`src/rtl/crazy_light_monitor.sv`:
```
// crazy_light_monitor: receive-side checker for the RGB colour sequencer.
// Decodes r/g/b to a colour index, tracks the red..magenta cycle, and
// reports lock/halt status, sequence errors, completed laps and errors.
module crazy_light_monitor #(
    parameter int unsigned LAP_W      = 8,
    parameter int unsigned ERR_W      = 8,
    parameter bit          ALLOW_HOLD = 1'b0
) (
    input  logic             clock,
    input  logic             reset,
    input  logic [3:0]       r,
    input  logic [3:0]       g,
    input  logic [3:0]       b,
    input  logic             cnt_clear,
    output logic [2:0]       color_idx,
    output logic             locked,
    output logic             halted,
    output logic             seq_error,
    output logic [LAP_W-1:0] lap_count,
    output logic [ERR_W-1:0] err_count
);

    typedef enum logic [1:0] {
        ACQUIRE = 2'd0,
        TRACK   = 2'd1,
        HALTED  = 2'd2
    } state_t;

    localparam logic [2:0] IDX_MAGENTA = 3'd5;
    localparam logic [2:0] IDX_OFF     = 3'd6;
    localparam logic [2:0] IDX_INVALID = 3'd7;

    state_t           state_q, state_d;
    logic [2:0]       prev_q, prev_d;
    logic [2:0]       color_idx_q, color_idx_d;
    logic             locked_q, locked_d;
    logic             halted_q, halted_d;
    logic             seq_error_q, seq_error_d;
    logic [LAP_W-1:0] lap_count_q, lap_count_d;
    logic [ERR_W-1:0] err_count_q, err_count_d;

    logic [2:0]       c;
    logic [2:0]       next_col;
    logic             err_hit;
    logic             lap_hit;

    // Decode the raw channel nibbles; anything not fully on/off is invalid.
    always_comb begin
        c = IDX_INVALID;
        case ({r, g, b})
            12'hF00: c = 3'd0;
            12'hFF0: c = 3'd1;
            12'h0F0: c = 3'd2;
            12'h0FF: c = 3'd3;
            12'h00F: c = 3'd4;
            12'hF0F: c = 3'd5;
            12'h000: c = IDX_OFF;
            default: c = IDX_INVALID;
        endcase
    end

    // Sequence FSM: next state, accepted colour, error and lap events.
    always_comb begin
        state_d  = state_q;
        prev_d   = prev_q;
        err_hit  = 1'b0;
        lap_hit  = 1'b0;
        next_col = (prev_q == IDX_MAGENTA) ? 3'd0 : prev_q + 3'd1;
        case (state_q)
            ACQUIRE: begin
                if (c <= IDX_MAGENTA) begin
                    state_d = TRACK;
                    prev_d  = c;
                end else if (c == IDX_OFF) begin
                    state_d = HALTED;
                end
            end
            TRACK: begin
                if (c == next_col) begin
                    prev_d  = c;
                    lap_hit = (prev_q == IDX_MAGENTA);
                end else if (c == IDX_OFF) begin
                    state_d = HALTED;
                end else if (ALLOW_HOLD && (c == prev_q)) begin
                    state_d = TRACK;
                end else begin
                    err_hit = 1'b1;
                    state_d = ACQUIRE;
                end
            end
            HALTED: begin
                if (c == 3'd0) begin
                    state_d = TRACK;
                    prev_d  = 3'd0;
                end else if (c != IDX_OFF) begin
                    err_hit = 1'b1;
                    state_d = ACQUIRE;
                end
            end
            default: begin
                state_d = ACQUIRE;
            end
        endcase
    end

    // Registered status and counters; cnt_clear beats a same-cycle increment.
    always_comb begin
        color_idx_d = c;
        locked_d    = (state_d == TRACK);
        halted_d    = (state_d == HALTED);
        seq_error_d = err_hit;
        lap_count_d = lap_count_q;
        err_count_d = err_count_q;
        if (lap_hit) begin
            lap_count_d = lap_count_q + LAP_W'(1);
        end
        if (err_hit && (err_count_q != '1)) begin
            err_count_d = err_count_q + ERR_W'(1);
        end
        if (cnt_clear) begin
            lap_count_d = '0;
            err_count_d = '0;
        end
    end

    // State and output registers with synchronous reset.
    always_ff @(posedge clock) begin
        if (reset) begin
            state_q     <= ACQUIRE;
            prev_q      <= '0;
            color_idx_q <= IDX_INVALID;
            locked_q    <= 1'b0;
            halted_q    <= 1'b0;
            seq_error_q <= 1'b0;
            lap_count_q <= '0;
            err_count_q <= '0;
        end else begin
            state_q     <= state_d;
            prev_q      <= prev_d;
            color_idx_q <= color_idx_d;
            locked_q    <= locked_d;
            halted_q    <= halted_d;
            seq_error_q <= seq_error_d;
            lap_count_q <= lap_count_d;
            err_count_q <= err_count_d;
        end
    end

    assign color_idx = color_idx_q;
    assign locked    = locked_q;
    assign halted    = halted_q;
    assign seq_error = seq_error_q;
    assign lap_count = lap_count_q;
    assign err_count = err_count_q;

endmodule

```
`config.mk`:
```
export PLATFORM = sky130hd
export DESIGN_NAME = crazy_light_monitor
export DESIGN_NICKNAME = d
export VERILOG_FILES = /design/src/rtl/crazy_light_monitor.sv
export SDC_FILE = /design/constraint.sdc
export NUM_CORES = 1
export LEC_CHECK = 0
export CORE_UTILIZATION = 51
export CTS_CLUSTER_DIAMETER = 200
export CTS_CLUSTER_SIZE = 8
export DETAILED_ROUTE_END_ITERATION = 6
export PLACE_DENSITY = 0.8
export SLEW_MARGIN = 10
export SYNTH_ARGS = -nofsm -noshare
export SYNTH_HDL_FRONTEND = slang
export SYNTH_SLANG_ARGS = --single-unit
```
`constraint.sdc`:
```
create_clock -name clock -period 3.4 [get_ports clock]
set_clock_uncertainty 0.05 [all_clocks]
set_input_delay 0.68 -clock clock [delete_from_list [all_inputs] [get_ports clock]]
set_output_delay 0.68 -clock clock [all_outputs]
set_load 0.01 [all_outputs]
```
==> metrics.csv <==
metric,value,unit
R2R Setup Slk,1010,ps
number of synthesized flops with an enable pin,0,
DR WL/cell,13.3,µm
cell with the most instances after synthesis,dfxtp_1,
area growth from synthesis to layout,26.6,%
sw power,0.119,mW
Slew Limit Headroom,0.648,
largest net degree at the start of global routing,17,
"Arr. time, crit path",3300,ps
Worst-path clk slew,150,ps
ANT nets after route,0,
Fin. Hold Viols,0,
drt first pass iters,4,
Peak VDD IR,0.286,mV
combinational group share of total power,0.089,
clock root buffer,clkbuf_4,
met1 usage,0.309,
Synth cell types,47,
worst setup path class,primary input to flip-flop,
# resized after CTS,0,
Reg power frac,0.630,
CTS tree,built,
sw frac,0.236,
CTS buffer count,3,
reg2reg end,err_count[1]$_SDFFE_PP0P_,
# diodes,0,
Tmin final,3110,ps
routability cong.,0.928,
met2 Use GR,0.381,
setup violators final,0,
Setup crit end kind,flip-flop,
top-area cell type share of the netlist area,0.312,
post-cts hold buffer count,0,
worst setup margin,294,ps
sequential share of the synthesized area,0.312,
DR vias/cell,5.92,
min-delay src,err_count[4]$_SDFFE_PP0P_,
Post-Syn Instances,208,
Final Cell Area,2190,µm²
DRC Markers,0,
RSZ-0062 raised after global routing,no,
Setup Buffers After CTS,0,
worst hold slack,459,ps
"Clk Latency, worst-skew pair",330,ps
"FFs w/ async S/R, synth",0,
post-layout util,0.700,
Nets,271,
Area contributors post-synth,"dfxtp_1 31%, mux2i_1 4.6%, ha_1 4.3%, nand4_1 4.3%, a21oi_1 3.8%",
vias in the first global route,1504,
dpl ws,-27.4,ps
dpl cell area,2160,µm²
Clk pwr share,0.281,
HP Class,flip-flop to flip-flop,
io pins,37,
most used routing layer in global routing,met2,
global route overflow,0,
Layout fillers,281,
P per Cell Area,230,nW/µm²
Final HPWL DP,3050,µm
Post-Syn Nets,229,
Clock Path Buffers,2,
layout cell share with drive strength beyond 1,0.0964,
Synth Warn #,0,
# rows,20,
worst-path fanout max,11,
Int Power,0.385,mW
CTS H-Tree Depth,1,
Core Box Area,3130,µm²
Reg-to-Reg Start,prev_q[2]$_SDFFE_PP0P_,
final period utilization,0.914,
run status,"complete, no violations",
vias post-DR,1736,
Hold Crit Endpoint,err_count[4]$_SDFFE_PP0P_,
Tot Pwr,0.503,mW
"Slew Viols, Final",0,
"area leader, netlist",dfxtp_1,
most instantiated cells after synthesis,"27 x dfxtp_1, 17 x nand2_1, 17 x nor2_1",
DRT iter0 DRCs,100,
initial antenna violation count,0,
CTS Sinks,27,
Worst EP required,3600,ps
Static Leak,0.746,nW
post-synthesis cell area,1730,µm²
register bit total from synthesis,27,
die width,60.3,µm
GRT met3 Usage,0.0455,
Avg Synthesized Cell Area,8.32,µm²
max cap viols,0,
ys flop type,dfxtp_1,
first-pass GRT wire length,6470,µm
Die Y,60.3,µm
Startpoint Class,primary input,
# port buffers,36,
hold path cells,2,
fmax,322,MHz
Initial Utilization,0.553,
die area,3630,µm²
Worst-Margin Slew,522,ps
worst-case reg-to-reg path depth,7,
Tot GR Track Use,0.232,
drt total wl,3900,µm
## cell families after synthesis
| kind of cell | count (synthesis) | share of synthesized area |
|---|---|---|
| compound gates | 48 | 0.210 |
| xor+xnor | 8 | 0.0448 |
| fa+ha+maj | 6 | 0.0434 |
| buf+inv | 15 | 0.0412 |
| flops | 27 | 0.312 |
| mux | 8 | 0.0463 |
| simple gates | 96 | 0.302 |
## per-stage QoR
step           setup TNS, ps  std cells
6_report                   0        293
5_1_grt                    0        293
4_1_cts                    0        293
3_5_place_dp           -32.6        289
3_3_place_gp               0        289
2_1_floorplan              0        208
## worst max-delay path, cell delays in order
cell and delay (ps):
clkdlybuf4s50_1 440, or4_1 650, a211oi_4 340, o211a_1 240, nand4_2 270, nor4_1 470, xnor2_1 170, nor2_1 50
## layout make-up
cell class	count	area, µm²	area share
flip-flops and latches	27	541	0.247
repair buffers	43	413	0.188
multi-input cells	166	1120	0.511
clock buffers	3	22.5	0.0103
clock inverters	1	7.51	0.00343
well taps	44	55.1	0.0251
inverters	9	33.8	0.0154
## sequential cells by signal (all words and copies together) (netlist names)
signal and flops:
prev_q 3, seq_error 1, state_q 2, lap_count 8, color_idx 3, locked 1, halted 1, err_count 8
## worst max path at each step
stage | startpoint | depth (start not counted) | slack (ps) | endpoint
3_3_place_gp | g[0] | 8 | 50 | err_count[6]$_SDFFE_PP0P_
6_report | r[1] | 8 | 290 | lap_count[4]$_SDFFE_PP0P_
3_5_place_dp | r[1] | 8 | -30 | lap_count[4]$_SDFFE_PP0P_
5_1_grt | r[1] | 8 | 200 | lap_count[6]$_SDFFE_PP0P_
2_1_floorplan | b[1] | 9 | 640 | lap_count[5]$_SDFFE_PP0P_
4_1_cts | r[1] | 8 | 340 | lap_count[4]$_SDFFE_PP0P_
## power groups by stage
stage          Combinational [mW]  Sequential (mW)  Clock (mW)
2_1_floorplan              0.0172            0.324           0
3_3_place_gp               0.0441            0.324           0
3_5_place_dp               0.0446            0.324           0
4_1_cts                    0.0448            0.317       0.145
5_1_grt                    0.0491            0.317       0.161
6_report                   0.0447            0.317       0.142
## placed cells by master (no fill, tap or decap), types with 8 or more instances in the layout
cell type        Yosys  layout
nor4_1              10      10
mux2i_1              8       8
nand4_1             12      12
clkdlybuf4s50_1      0      36
nor2_1              17      17
nand2_1             17      17
a21oi_1             13      13
inv_1                9       9
dfxtp_1             27      27
## layer usage
layer | part of all wire | vias to the layer above
met5 | 0 | -
met4 | 0.0044 | 0
met3 | 0.047 | 2
met2 | 0.47 | 49
met1 | 0.47 | 808
li1 | - | 877
Note: power is estimated with default switching activity, not from simulation.
